File: config.mk
export PLATFORM = sky130hd
export DESIGN_NAME = uart_rx_cfg
export DESIGN_NICKNAME = d
export VERILOG_FILES = /design/src/rtl/uart_rx_cfg.sv
export SDC_FILE = /design/constraint.sdc
export NUM_CORES = 1
export LEC_CHECK = 0
export BUFFER_PORTS_ARGS = -buffer_cell sky130_fd_sc_hd__buf_2
export CORE_ASPECT_RATIO = 0.6
export CORE_MARGIN = 2
export CORE_UTILIZATION = 40
export CTS_CLUSTER_SIZE = 8
export DETAILED_ROUTE_END_ITERATION = 8
export GPL_ROUTABILITY_DRIVEN = 0
export SLEW_MARGIN = 20
export SYNTH_ARGS = -nofsm -noshare
export SYNTH_HDL_FRONTEND = slang
export SYNTH_SLANG_ARGS = --single-unit
File: constraint.sdc
create_clock -name clk_i -period 4.4 [get_ports clk_i]
set_input_delay 0.44 -clock clk_i [delete_from_list [all_inputs] [get_ports clk_i]]
set_output_delay 0.44 -clock clk_i [all_outputs]
set_load 0.05 [all_outputs]
File: src/rtl/uart_rx_cfg.sv
// UART receiver with compile-time frame format (data bits, parity, stop bits).
// The serial line is synchronised, sampled mid-bit by a single divider counter,
// and each completed frame is presented on a valid/ready output register. A frame
// that completes while the held word is still unaccepted is dropped and flagged
// on ovr_o.
module uart_rx_cfg #(
  parameter int ClkFreq    = 100000000,
  parameter int Baud       = 9600,
  parameter int DataBits   = 8,
  parameter int ParityMode = 1,
  parameter int StopBits   = 1
) (
  input  logic                clk_i,
  input  logic                rst_i,
  input  logic                rx_i,
  input  logic                ready_i,
  output logic [DataBits-1:0] data_o,
  output logic                valid_o,
  output logic                perr_o,
  output logic                ferr_o,
  output logic                ovr_o,
  output logic                busy_o
);

  // Divider terminal counts: one full bit period, and half a period for the start bit
  localparam int BitCnt  = ClkFreq / Baud - 1;
  localparam int HalfCnt = ClkFreq / (2 * Baud) - 1;
  localparam int CntW    = (BitCnt > 0) ? $clog2(BitCnt + 1) : 1;
  localparam logic [CntW-1:0] BitLast  = CntW'(BitCnt);
  localparam logic [CntW-1:0] HalfLast = CntW'(HalfCnt);

  // Bit index is wide enough for up to 9 data bits
  localparam int IdxW = 4;
  localparam logic [IdxW-1:0] DataLast = IdxW'(DataBits - 1);
  localparam logic [IdxW-1:0] StopLast = IdxW'(StopBits - 1);

  localparam logic [2:0] IDLE   = 3'd0;
  localparam logic [2:0] START  = 3'd1;
  localparam logic [2:0] DATA   = 3'd2;
  localparam logic [2:0] PARITY = 3'd3;
  localparam logic [2:0] STOP   = 3'd4;

  logic [1:0]          sync_reg;
  logic                prev_reg;
  logic                rx_s;
  logic [2:0]          state_reg,  state_next;
  logic [CntW-1:0]     cnt_reg,    cnt_next;
  logic [IdxW-1:0]     idx_reg,    idx_next;
  logic [DataBits-1:0] shift_reg,  shift_next;
  logic                perr_reg,   perr_next;
  logic                ferr_reg,   ferr_next;
  logic                frame_done;
  logic                tick;

  logic [DataBits-1:0] data_reg;
  logic                valid_reg;
  logic                perr_out_reg;
  logic                ferr_out_reg;
  logic                ovr_reg;

  assign rx_s = sync_reg[1];
  assign tick = (cnt_reg == BitLast);

  // Two-flop synchroniser plus a delayed copy for falling-edge detection; reset to idle-high
  always_ff @(posedge clk_i or posedge rst_i) begin
    if (rst_i) begin
      sync_reg <= 2'b11;
      prev_reg <= 1'b1;
    end else begin
      sync_reg <= {sync_reg[0], rx_i};
      prev_reg <= rx_s;
    end
  end

  // Frame sequencing: decides next state, sampling points and per-frame error flags
  always_comb begin
    state_next = state_reg;
    cnt_next   = cnt_reg + CntW'(1);
    idx_next   = idx_reg;
    shift_next = shift_reg;
    perr_next  = perr_reg;
    ferr_next  = ferr_reg;
    frame_done = 1'b0;
    case (state_reg)
      IDLE: begin
        cnt_next = '0;
        idx_next = '0;
        if (prev_reg && !rx_s) begin
          state_next = START;
        end
      end
      START: begin
        if (cnt_reg == HalfLast) begin
          cnt_next = '0;
          if (rx_s) begin
            // Line went back high before mid start bit: treat as a glitch
            state_next = IDLE;
          end else begin
            state_next = DATA;
            idx_next   = '0;
            perr_next  = 1'b0;
            ferr_next  = 1'b0;
          end
        end
      end
      DATA: begin
        if (tick) begin
          cnt_next   = '0;
          shift_next = {rx_s, shift_reg[DataBits-1:1]};
          if (idx_reg == DataLast) begin
            idx_next   = '0;
            state_next = (ParityMode != 0) ? PARITY : STOP;
          end else begin
            idx_next = idx_reg + IdxW'(1);
          end
        end
      end
      PARITY: begin
        if (tick) begin
          cnt_next   = '0;
          perr_next  = ((^shift_reg) ^ rx_s) != (ParityMode == 2);
          state_next = STOP;
        end
      end
      STOP: begin
        if (tick) begin
          cnt_next = '0;
          // Only the first stop bit is checked for framing
          if (idx_reg == '0) begin
            ferr_next = !rx_s;
          end
          if (idx_reg == StopLast) begin
            frame_done = 1'b1;
            idx_next   = '0;
            state_next = IDLE;
          end else begin
            idx_next = idx_reg + IdxW'(1);
          end
        end
      end
      default: begin
        cnt_next   = '0;
        state_next = IDLE;
      end
    endcase
  end

  // Receiver state registers
  always_ff @(posedge clk_i or posedge rst_i) begin
    if (rst_i) begin
      state_reg <= IDLE;
      cnt_reg   <= '0;
      idx_reg   <= '0;
      shift_reg <= '0;
      perr_reg  <= 1'b0;
      ferr_reg  <= 1'b0;
    end else begin
      state_reg <= state_next;
      cnt_reg   <= cnt_next;
      idx_reg   <= idx_next;
      shift_reg <= shift_next;
      perr_reg  <= perr_next;
      ferr_reg  <= ferr_next;
    end
  end

  // Output holding register with valid/ready handshake and overrun pulse
  always_ff @(posedge clk_i or posedge rst_i) begin
    if (rst_i) begin
      data_reg     <= '0;
      valid_reg    <= 1'b0;
      perr_out_reg <= 1'b0;
      ferr_out_reg <= 1'b0;
      ovr_reg      <= 1'b0;
    end else begin
      ovr_reg <= 1'b0;
      if (frame_done) begin
        if (valid_reg && !ready_i) begin
          // Held word not yet taken: keep it and drop the new frame
          ovr_reg <= 1'b1;
        end else begin
          data_reg     <= shift_reg;
          perr_out_reg <= perr_reg;
          ferr_out_reg <= ferr_next;
          valid_reg    <= 1'b1;
        end
      end else if (valid_reg && ready_i) begin
        valid_reg <= 1'b0;
      end
    end
  end

  assign data_o  = data_reg;
  assign valid_o = valid_reg;
  assign perr_o  = perr_out_reg;
  assign ferr_o  = ferr_out_reg;
  assign ovr_o   = ovr_reg;
  assign busy_o  = (state_reg != IDLE);

endmodule

==> results.ini, run 1 <==
[grt]
grt_start_max_net_pins = 46
grt_overflow = 0
antenna_found_initial = 0
grt_pass1_wl_um = 6950
grt.total_usage = 0.149
number_of_global_route_vias_before_repair = 1312

[pwr]
static-leakage-power_uw = 0.00118
switching_share = 0.263
p_per_area_nw_per_um2 = 359
p_int_uw = 649
net-switching-power_uw = 232
seqPwrFrac = 0.542
worst_ir_drop_vdd_mv = 0.158
power.share.combinational = 0.112
share_clk_of_total_power = 0.346

[clocking]
cts_setup_buffers = 0
cts-buffers-inserted = 5
cts_sinks = 45
ctsRootBufferMaster = clkbuf_8
clk-insertion-delay-late_ns = 0.29
cts_repair_resizes = 0
clk_transition_reported_paths_ns = 0.08
cts_tree = built
ctsHoldBuffers = 0
number_of_buffers_on_the_longest_clock_path = 2
clock_tree.htree_level_count = 2

[critical_path]
slowest_stage = nor2b_1
critical_path.n_buffers_inverters = 0
timing.critical_path.required_ns = 4.58
cpPeakStageDelay_ns = 0.74
timing.critical_path.fanout_max = 10
path_common_cell = and4_2
worst_setup_path_start_kind = flip-flop
path_cells = ha_1 -> and4_2 -> and4_2 -> nand3_1 -> nor2b_1 -> mux2_2
critical_path.top_delay_family = simple AND/OR/NAND/NOR gates
cp_data_arrival_time_ns = 2.78
timing_worst_setup_path_type = reg2reg
crit_path_end_kind = flip-flop

[sta]
worst_slew_pin_slew_ns = 0.934
finClkSkew_ns = 0.00304
setup_viol = 0
layout_worst_path_cycle_share = 0.590
report.final.slew_viol_count = 0
finalCriticalPeriod_ns = 2.60
final_report_hold_violation_count = 0
hold_slack_ns = 0.235
max-slew-margin-rel = 0.377
fmax_mhz = 385
post-route-worst-setup-slack_ns = 1.80
unrepaired_setup_endpoints_after_global_routing = no
final.setup.tns_ns = 0

[routing]
vias = 1412
drt_first_pass_iters = 4
drt_iter0_drc = 86
wirelength_um = 4100
drtAntennaViolNets = 0
avgViaCountPerCell = 5.02
drc = 0
wl_per_cell_um = 14.6

[floorplan]
die-area_um2 = 6220
core_region_area_um2 = 5490
floorplan.initialDensity = 0.407
rows = 21
top_level_ports = 17
die_height_um = 61.9
dieWidth_um = 100

[placement]
place.detailed.instances = 273
dp_slack_ns = 1.79
port-buffer-count = 16
hpwl_um = 2920

[yosys]
postSynthAreaPerCell_um2 = 11.6
synth.yosys.seq_area_share = 0.506
postSynth.topFlopCell = dfrtp_1
synthesis.instances = 193
synth_common_cells = dfrtp_1 (42), nor2_1 (23), mux2_2 (18), nand2_1 (15), xnor2_1 (11)
synth.top_cells.by_area = dfrtp_1 (47%), mux2_2 (9.1%), xnor2_1 (4.3%), nor2_1 (3.9%), dfstp_2 (3.5%)
synth_edf_count = 0
library_cell_with_the_largest_summed_area_after_synthesis = dfrtp_1
yosys.area.top_type_share = 0.471
synthesis.area_um2 = 2230
synthesis.nets = 200
synth-seq-cells = 45
synth.lib_cells_used.distinct = 44
synthMostInstantiatedCell = dfrtp_1
async_reset_ff_frac = 1.00
yosysWarningCount = 0

[layout]
fin_nets = 218
insertedDiodeCount = 0
synth_to_layout_area_growth_pct = 9.97
largest_reg_flops = 14
final-instance-count-excl-fill = 281
layout-drive-gt1-share = 0.278

[outcome]
outcome = finished, final reports clean

[job]
max_cap_violations = 0

[hold_path]
hold_class = in2reg

layout by cell type, fill, tap and decap left out, types with 5 or more instances in the layout:
| cell type | count |
|---|---|
| nand2_1 | 15 |
| nand3_1 | 10 |
| inv_1 | 7 |
| buf_2 | 16 |
| mux2_2 | 18 |
| xor2_1 | 9 |
| clkbuf_8 | 5 |
| nor2_1 | 23 |
| dfrtp_1 | 42 |
| xnor2_1 | 11 |
cells by family after synthesis:
kind of cell,count (synthesis),share of synthesized area
AOI/OAI and AO/OA,15,0.0616
xor gates and xnor gates,20,0.0784
adders and majority gates,3,0.0168
muxes,19,0.0952
DFF,45,0.506
and+or+nand+nor,78,0.206
buffers and inverters,13,0.0364
per-stage QoR:
| step | util | instance area [um2] | power (uW) |
|---|---|---|---|
| floorplan | - | 2230 | 559 |
| global placement | 0.428 | 2350 | 581 |
| detailed placement | 0.428 | 2350 | 586 |
| CTS | 0.447 | 2460 | 893 |
| global route | 0.447 | 2460 | 929 |
| finish | 0.447 | 2460 | 881 |
metal layers:
metal  part of all wire  vias to the layer above  GRT usage
met5                  0                        -          0
li1                   -                      698          -
met3              0.050                        2     0.0481
met1               0.58                      688      0.246
met4             0.0051                        0     0.0352
met2               0.37                       24      0.178
worst reg2reg max path, cell delays in order (launching register included):
cell,delay (ns)
dfrtp_1,0.40
ha_1,0.24
and4_2,0.29
and4_2,0.28
nand3_1,0.12
nor2b_1,0.74
mux2_2,0.43
final timing paths:
path                                  startpoint                     end  slack (ns)  cells past startpoint
setup / recovery            cnt_reg[0]$_DFF_PP0_   data_o[4]$_DFFE_PP0P_        1.80                      6
hold / removal                              rx_i   sync_reg[0]$_DFF_PP1_        0.23                      1
setup reg to reg            cnt_reg[0]$_DFF_PP0_   data_o[4]$_DFFE_PP0P_        1.80                      6
hold reg to reg            sync_reg[0]$_DFF_PP1_   sync_reg[1]$_DFF_PP1_        0.37                      0
max in group asynchronous                  rst_i  idx_reg[0]$_DFFE_PP0P_        3.47                      2
min in group asynchronous                  rst_i    cnt_reg[1]$_DFF_PP0_        0.35                      2
power groups by stage:
stage	Sequential, uW	Combinational (uW)	Clock, uW
4_1_cts	476	102	315
5_1_grt	482	112	334
2_1_floorplan	470	89.4	0
3_5_place_dp	485	101	0
3_3_place_gp	483	98.7	0
6_report	477	98.8	305
final cells by class:
type	count	area, um2
clock buffer	6	72.6
multi-input combinational	135	1020
sequential	45	1130
timing repair buffer	16	80.1
inverter	8	30.0
tap	69	86.3
clock inverter	2	35.0
fill	509	3040
Note: power is estimated with default switching activity, not from simulation.
==> run 2, diff against run 1 <==
==> constraint.sdc (replaced) <==
create_clock -name clk_i -period 2.51 [get_ports clk_i]
set_input_delay 0.251 -clock clk_i [delete_from_list [all_inputs] [get_ports clk_i]]
set_output_delay 0.251 -clock clk_i [all_outputs]
set_load 0.05 [all_outputs]
==> results.ini, run 2 (synthesis results as in run 1) <==
[outcome]
outcome = finished, final reports clean

[layout]
synth_to_layout_area_growth_pct = 11.5
commonest_cells_after_routing_fill_and_taps_aside = dfrtp_1 (42), nor2_1 (23), mux2_2 (18)
mostFrequentLayoutCell = dfrtp_1
core_occupancy_in_the_finished_layout = 0.454  ; +0.00638
fin_nets = 221  ; +1.4%
nFillCells = 519  ; +2.0%
final-instance-count-excl-fill = 284  ; +1.1%
insertedDiodeCount = 0  ; unchanged
largest_reg_flops = 14  ; unchanged
layout-drive-gt1-share = 0.293  ; +0.0147

[placement]
port-buffer-count = 16  ; unchanged
place.detailed.instances = 276  ; +1.1%
hpwl_um = 2760  ; -5.5%

[critical_path]
cp_data_arrival_time_ns = 2.40  ; -0.38 ns
timing.critical_path.fanout_max = 10  ; unchanged
timing_worst_setup_path_type = reg2reg
worst_setup_path_start_kind = flip-flop
reg2reg_slack_ns = 0.29  ; -1.51 ns
crit_path_end_kind = flip-flop
setup.worst_path.start = cnt_reg[0]$_DFF_PP0_
launch_point_of_the_worst_reg_to_reg_path = cnt_reg[0]$_DFF_PP0_
timing.critical_path.required_ns = 2.70  ; -1.88 ns
cpPeakStageDelay_ns = 0.50  ; -0.24 ns
slowest_stage = nor3_4
path_cells = ha_1 -> and4_2 -> nand4_2 -> nor3_4 -> mux2_2
critical_path.reg2reg.endpoint = shift_reg[6]$_DFFE_PP0P_
timing.reg2reg.worst_path_depth = 5  ; -1

[routing]
avgViaCountPerCell = 4.97  ; -1.1%
drc = 0  ; unchanged
vias = 1411  ; -0.071%
drt_iter0_drc = 107  ; +24%
wl_per_cell_um = 14.0  ; -4.0%
detailroute.wirelength.met2_um = 1420  ; -5.8%
drtAntennaViolNets = 0  ; unchanged
wirelength_um = 3980  ; -3.0%
route.met3.wl_um = 150  ; -27%
highest-signal-layer = met4
drt_first_pass_iters = 4  ; unchanged
wirelength_met1_um = 2370  ; about the same

[sta]
layout_worst_path_cycle_share = 0.883  ; +0.293
finClkSkew_ns = 0.00701  ; +0.00397 ns
unrepaired_setup_endpoints_after_global_routing = no
hold_slack_ns = 0.0445  ; -0.190 ns
setup_viol = 0  ; unchanged
final.setup.tns_ns = 0  ; unchanged
worst_slew_pin_slew_ns = 0.940  ; +0.00665 ns
final_report_hold_violation_count = 0  ; unchanged
fmax_mhz = 451  ; +17%
max-slew-margin-rel = 0.372  ; -0.00444
finalCriticalPeriod_ns = 2.22  ; -0.380 ns
report.final.slew_viol_count = 0  ; unchanged

[clocking]
clk_transition_reported_paths_ns = 0.09  ; about the same
cts_setup_buffers = 0  ; unchanged
clock_tree.htree_level_count = 2  ; unchanged
clk-insertion-delay-late_ns = 0.29  ; about the same
ctsRootBufferMaster = clkbuf_8
cts_tree = built
cts_sinks = 45  ; unchanged
ctsHoldBuffers = 0  ; unchanged
number_of_buffers_on_the_longest_clock_path = 2  ; unchanged
cts-buffers-inserted = 5  ; unchanged
cts_repair_resizes = 0  ; unchanged

[pwr]
power.share.combinational = 0.109  ; -0.003
p_per_area_nw_per_um2 = 635  ; +77%
p_int_uw = 1170  ; +80%
seqPwrFrac = 0.527  ; -0.015
switching_share = 0.262  ; -0.00138
post-layout-total-power_uw = 1580  ; +80%
share_clk_of_total_power = 0.365  ; +0.019
worst_ir_drop_vdd_mv = 0.387  ; +140%
static-leakage-power_uw = 0.00120  ; +1.6%
net-switching-power_uw = 414  ; +79%

[grt]
grt_pass1_wl_um = 6800  ; -2.2%
grt_start_max_net_pins = 46  ; unchanged
antenna_found_initial = 0  ; unchanged
number_of_global_route_vias_before_repair = 1304  ; -0.61%
grt_overflow = 0  ; unchanged
grt.total_usage = 0.145  ; -0.00435

[floorplan]
die_height_um = 61.9  ; unchanged
die-area_um2 = 6220  ; unchanged
rows = 21  ; unchanged
floorplan.initialDensity = 0.407  ; unchanged
dieWidth_um = 100  ; unchanged
top_level_ports = 17  ; unchanged
core_region_area_um2 = 5490  ; unchanged

[hold_path]
worstHoldPathCells = 1  ; unchanged
hold-path-endpoint = sync_reg[0]$_DFF_PP1_
min_from = rx_i
hold_class = in2reg

[job]
max_cap_violations = 0  ; unchanged

-- run 2: changes by cell type in the layout (fill, tap and decap cells not counted) --
cell / change
buf_4: +3
clkbuf_1: -1
clkbuf_8: +1
clkinv_2: -1
clkinvlp_4: +1
-- run 2: power by group through the flow --
stage / clock (uW) / sequential (uW) / combinational (uW)
floorplan: 0 / 823 / 157
global placement: 0 / 844 / 175
CTS: 593 / 833 / 175
finish: 577 / 833 / 172
detailed placement: 0 / 847 / 174
global route: 615 / 845 / 202
-- run 2: metrics by stage --
stage / instance area [um2] / setup slack, ns
2_1_floorplan: 2230 / 0.595
5_1_grt: 2490 / 0.0809
3_3_place_gp: 2370 / 0.344
3_5_place_dp: 2370 / 0.291
4_1_cts: 2490 / 0.283
6_report: 2490 / 0.292
-- run 2: metal layers --
metal | up-vias | global-route usage
met3 | 4 | 0.0403
met1 | 674 | 0.242
met4 | 0 | 0.0411
met2 | 19 | 0.171
met5 | - | 0
li1 | 714 | -
-- run 2: worst max-delay path: cells and delay by family, from the launching register on --
family	cells	cell delay [ns]
AND/OR/NAND/NOR	3	1.08
flip-flops	1	0.40
multiplexers	1	0.39
adder cells (fa/ha/maj)	1	0.23
-- run 2: worst max-delay path by stage --
stage	end	cells after the start
detailed placement	shift_reg[6]$_DFFE_PP0P_	5
finish	shift_reg[6]$_DFFE_PP0P_	5
global route	shift_reg[1]$_DFFE_PP0P_	5
CTS	shift_reg[6]$_DFFE_PP0P_	5
floorplan	idx_reg[1]$_DFFE_PP0P_	6
global placement	shift_reg[5]$_DFFE_PP0P_	5
-- run 2: final cells by class --
| type | count | area [um2] | share of cell area |
|---|---|---|---|
| clock buffers | 6 | 82.6 | 0.0331 |
| well taps | 69 | 86.3 | 0.0347 |
| repair buffers | 19 | 103 | 0.0412 |
| multi-input cells | 135 | 1020 | 0.410 |
| clock inverters | 2 | 37.5 | 0.0151 |
| flip-flops and latches | 45 | 1130 | 0.454 |
| inverters | 8 | 30.0 | 0.0121 |
==> run 3, diff against run 2 <==
--- a/config.mk
+++ b/config.mk
@@ -12,6 +12,7 @@
 export CTS_CLUSTER_SIZE = 8
 export DETAILED_ROUTE_END_ITERATION = 8
 export GPL_ROUTABILITY_DRIVEN = 0
+export SETUP_SLACK_MARGIN = 0.3
 export SLEW_MARGIN = 20
 export SYNTH_ARGS = -nofsm -noshare
 export SYNTH_HDL_FRONTEND = slang
==> results.ini, run 3 (synthesis results as in run 1) <==
[routing]
drc = 0  ; unchanged
drtAntennaViolNets = 0  ; unchanged
wirelength_um = 4070  ; +2.2%
drt_iter0_drc = 101  ; -5.6%
wl_per_cell_um = 14.0  ; about the same
avgViaCountPerCell = 4.90  ; -1.4%
drt_first_pass_iters = 4  ; unchanged
vias = 1420  ; +0.64%

[hold_path]
min_from = rx_i
hold_class = in2reg

[floorplan]
core_region_area_um2 = 5490  ; unchanged
rows = 21  ; unchanged
top_level_ports = 17  ; unchanged
die_height_um = 61.9  ; unchanged
die-area_um2 = 6220  ; unchanged
dieWidth_um = 100  ; unchanged
floorplan.initialDensity = 0.407  ; unchanged

[clocking]
ctsRootBufferMaster = clkbuf_8
cts_tree = built
clock_tree.htree_level_count = 2  ; unchanged
clk-insertion-delay-late_ns = 0.30  ; about the same
cts_sinks = 45  ; unchanged
cts-buffers-inserted = 5  ; unchanged
number_of_buffers_on_the_longest_clock_path = 2  ; unchanged
clk_transition_reported_paths_ns = 0.09  ; about the same

[layout]
commonest_cells_after_routing_fill_and_taps_aside = dfrtp_1 (42), nor2_1 (23), mux2_2 (18)
synth_to_layout_area_growth_pct = 14.1
insertedDiodeCount = 0  ; unchanged
core_occupancy_in_the_finished_layout = 0.464  ; +0.0105
area.sequential_um2 = 1130  ; unchanged
multi_input_comb_area_um2 = 1030  ; +0.86%
nFillCells = 512  ; -1.3%
mostFrequentLayoutCell = dfrtp_1
fin_nets = 227  ; +2.7%
final-instance-count-excl-fill = 290  ; +2.1%
largest_reg_flops = 14  ; unchanged
layout-drive-gt1-share = 0.321  ; +0.0282

[placement]
place.detailed.instances = 276  ; unchanged
port-buffer-count = 16  ; unchanged
dp_slack_ns = 0.291  ; unchanged
hpwl_um = 2760  ; unchanged

[critical_path]
launch_point_of_the_worst_reg_to_reg_path = cnt_reg[0]$_DFF_PP0_
path_cells = ha_2 -> and4_2 -> nand4_2 -> nor3_4 -> buf_4 -> mux2_2
timing.critical_path.required_ns = 2.70  ; about the same
worst_setup_path_start_kind = flip-flop
setup.worst_path.start = cnt_reg[0]$_DFF_PP0_
cp_data_arrival_time_ns = 2.30  ; -0.10 ns
crit_path_end_kind = flip-flop
slowest_stage = dfrtp_1
timing_worst_setup_path_type = reg2reg
timing.critical_path.fanout_max = 10  ; unchanged
cpPeakStageDelay_ns = 0.39  ; -0.11 ns

[sta]
setup_viol = 0  ; unchanged
final.setup.tns_ns = 0  ; unchanged
layout_worst_path_cycle_share = 0.841  ; -0.0427
post-route-worst-setup-slack_ns = 0.400  ; +0.107 ns
max-slew-margin-rel = 0.370  ; -0.00171
report.final.slew_viol_count = 0  ; unchanged
final_report_hold_violation_count = 0  ; unchanged
finalCriticalPeriod_ns = 2.11  ; -0.107 ns
finClkSkew_ns = 0.00574  ; -0.00127 ns
unrepaired_setup_endpoints_after_global_routing = yes
fmax_mhz = 474  ; +5.1%
worst_slew_pin_slew_ns = 0.943  ; +0.00255 ns

[pwr]
switching_share = 0.261  ; about the same
seqPwrFrac = 0.515  ; -0.012
static-leakage-power_uw = 0.00123  ; +2.7%
net-switching-power_uw = 422  ; +1.9%
post-layout-total-power_uw = 1610  ; +2.0%
p_per_area_nw_per_um2 = 633  ; -0.31%
p_int_uw = 1190  ; +2.0%
worst_ir_drop_vdd_mv = 0.394  ; +1.8%
power.share.combinational = 0.127  ; +0.018
share_clk_of_total_power = 0.359  ; -0.006

[grt]
number_of_global_route_vias_before_repair = 1304  ; unchanged
grt.total_usage = 0.145  ; unchanged
antenna_found_initial = 0  ; unchanged
grt_overflow = 0  ; unchanged
grt_pass1_wl_um = 6800  ; unchanged
grt_start_max_net_pins = 46  ; unchanged

[job]
max_cap_violations = 0  ; unchanged

[outcome]
outcome = finished, final reports clean

[run 3: cell types whose count changed in the layout (fill, tap and decap cells not counted), sizes merged]
cell	delta
buf	+6
[run 3: metal layers]
| metal | track usage | routed length (um) | vias up |
|---|---|---|---|
| li1 | - | - | 717 |
| met1 | 0.242 | 2430 | 681 |
| met2 | 0.171 | 1490 | 18 |
| met3 | 0.0403 | 114 | 4 |
| met4 | 0.0411 | 38 | 0 |
| met5 | 0 | 0 | - |
[run 3: power by group through the flow]
stage / logic, uW / registers [uW] / clock network [uW]
after floorplan: 157 / 823 / 0
after global placement: 175 / 844 / 0
after detailed placement: 174 / 847 / 0
after CTS: 175 / 833 / 593
after global routing: 237 / 840 / 615
final: 204 / 831 / 579
[run 3: layout make-up]
type,count,area share
flip-flops and latches,45,0.443
multi-input cells,135,0.405
clock buffers,6,0.0324
inverters,8,0.0118
repair buffers,25,0.0594
clock inverters,2,0.0147
well taps,69,0.0339
[run 3: worst paths after layout]
path	slack, ns	to	cells past startpoint
min in group asynchronous	0.16	data_o[7]$_DFFE_PP0P_	2
worst max-delay path	0.40	shift_reg[6]$_DFFE_PP0P_	6
worst max register to register	0.40	shift_reg[6]$_DFFE_PP0P_	6
max in group asynchronous	1.76	cnt_reg[0]$_DFF_PP0_	2
worst min register to register	0.36	sync_reg[1]$_DFF_PP1_	0
worst min-delay path	0.04	sync_reg[0]$_DFF_PP1_	1
[run 3: critical path: cells and delay by family (launching register included)]
family | cells | cell delay, ns
simple gates | 3 | 0.85
buf+inv | 1 | 0.20
mux | 1 | 0.34
flops | 1 | 0.39
fa+ha+maj | 1 | 0.22
[run 3: what timing repair did]
action                     4_1_cts  5_1_grt
pin swaps                        1        3
resized for setup                0        4
setup endpoints to repair        8       36
buffers inserted                 0        6
hold buffers                     0        0
[run 3: through the flow]
step	hold WS [ns]	cell area, um2
2_1_floorplan	0.255	2230
3_3_place_gp	0.346	2370
3_5_place_dp	0.348	2370
4_1_cts	0.0309	2490
5_1_grt	0.0244	2550
6_report	0.0442	2550
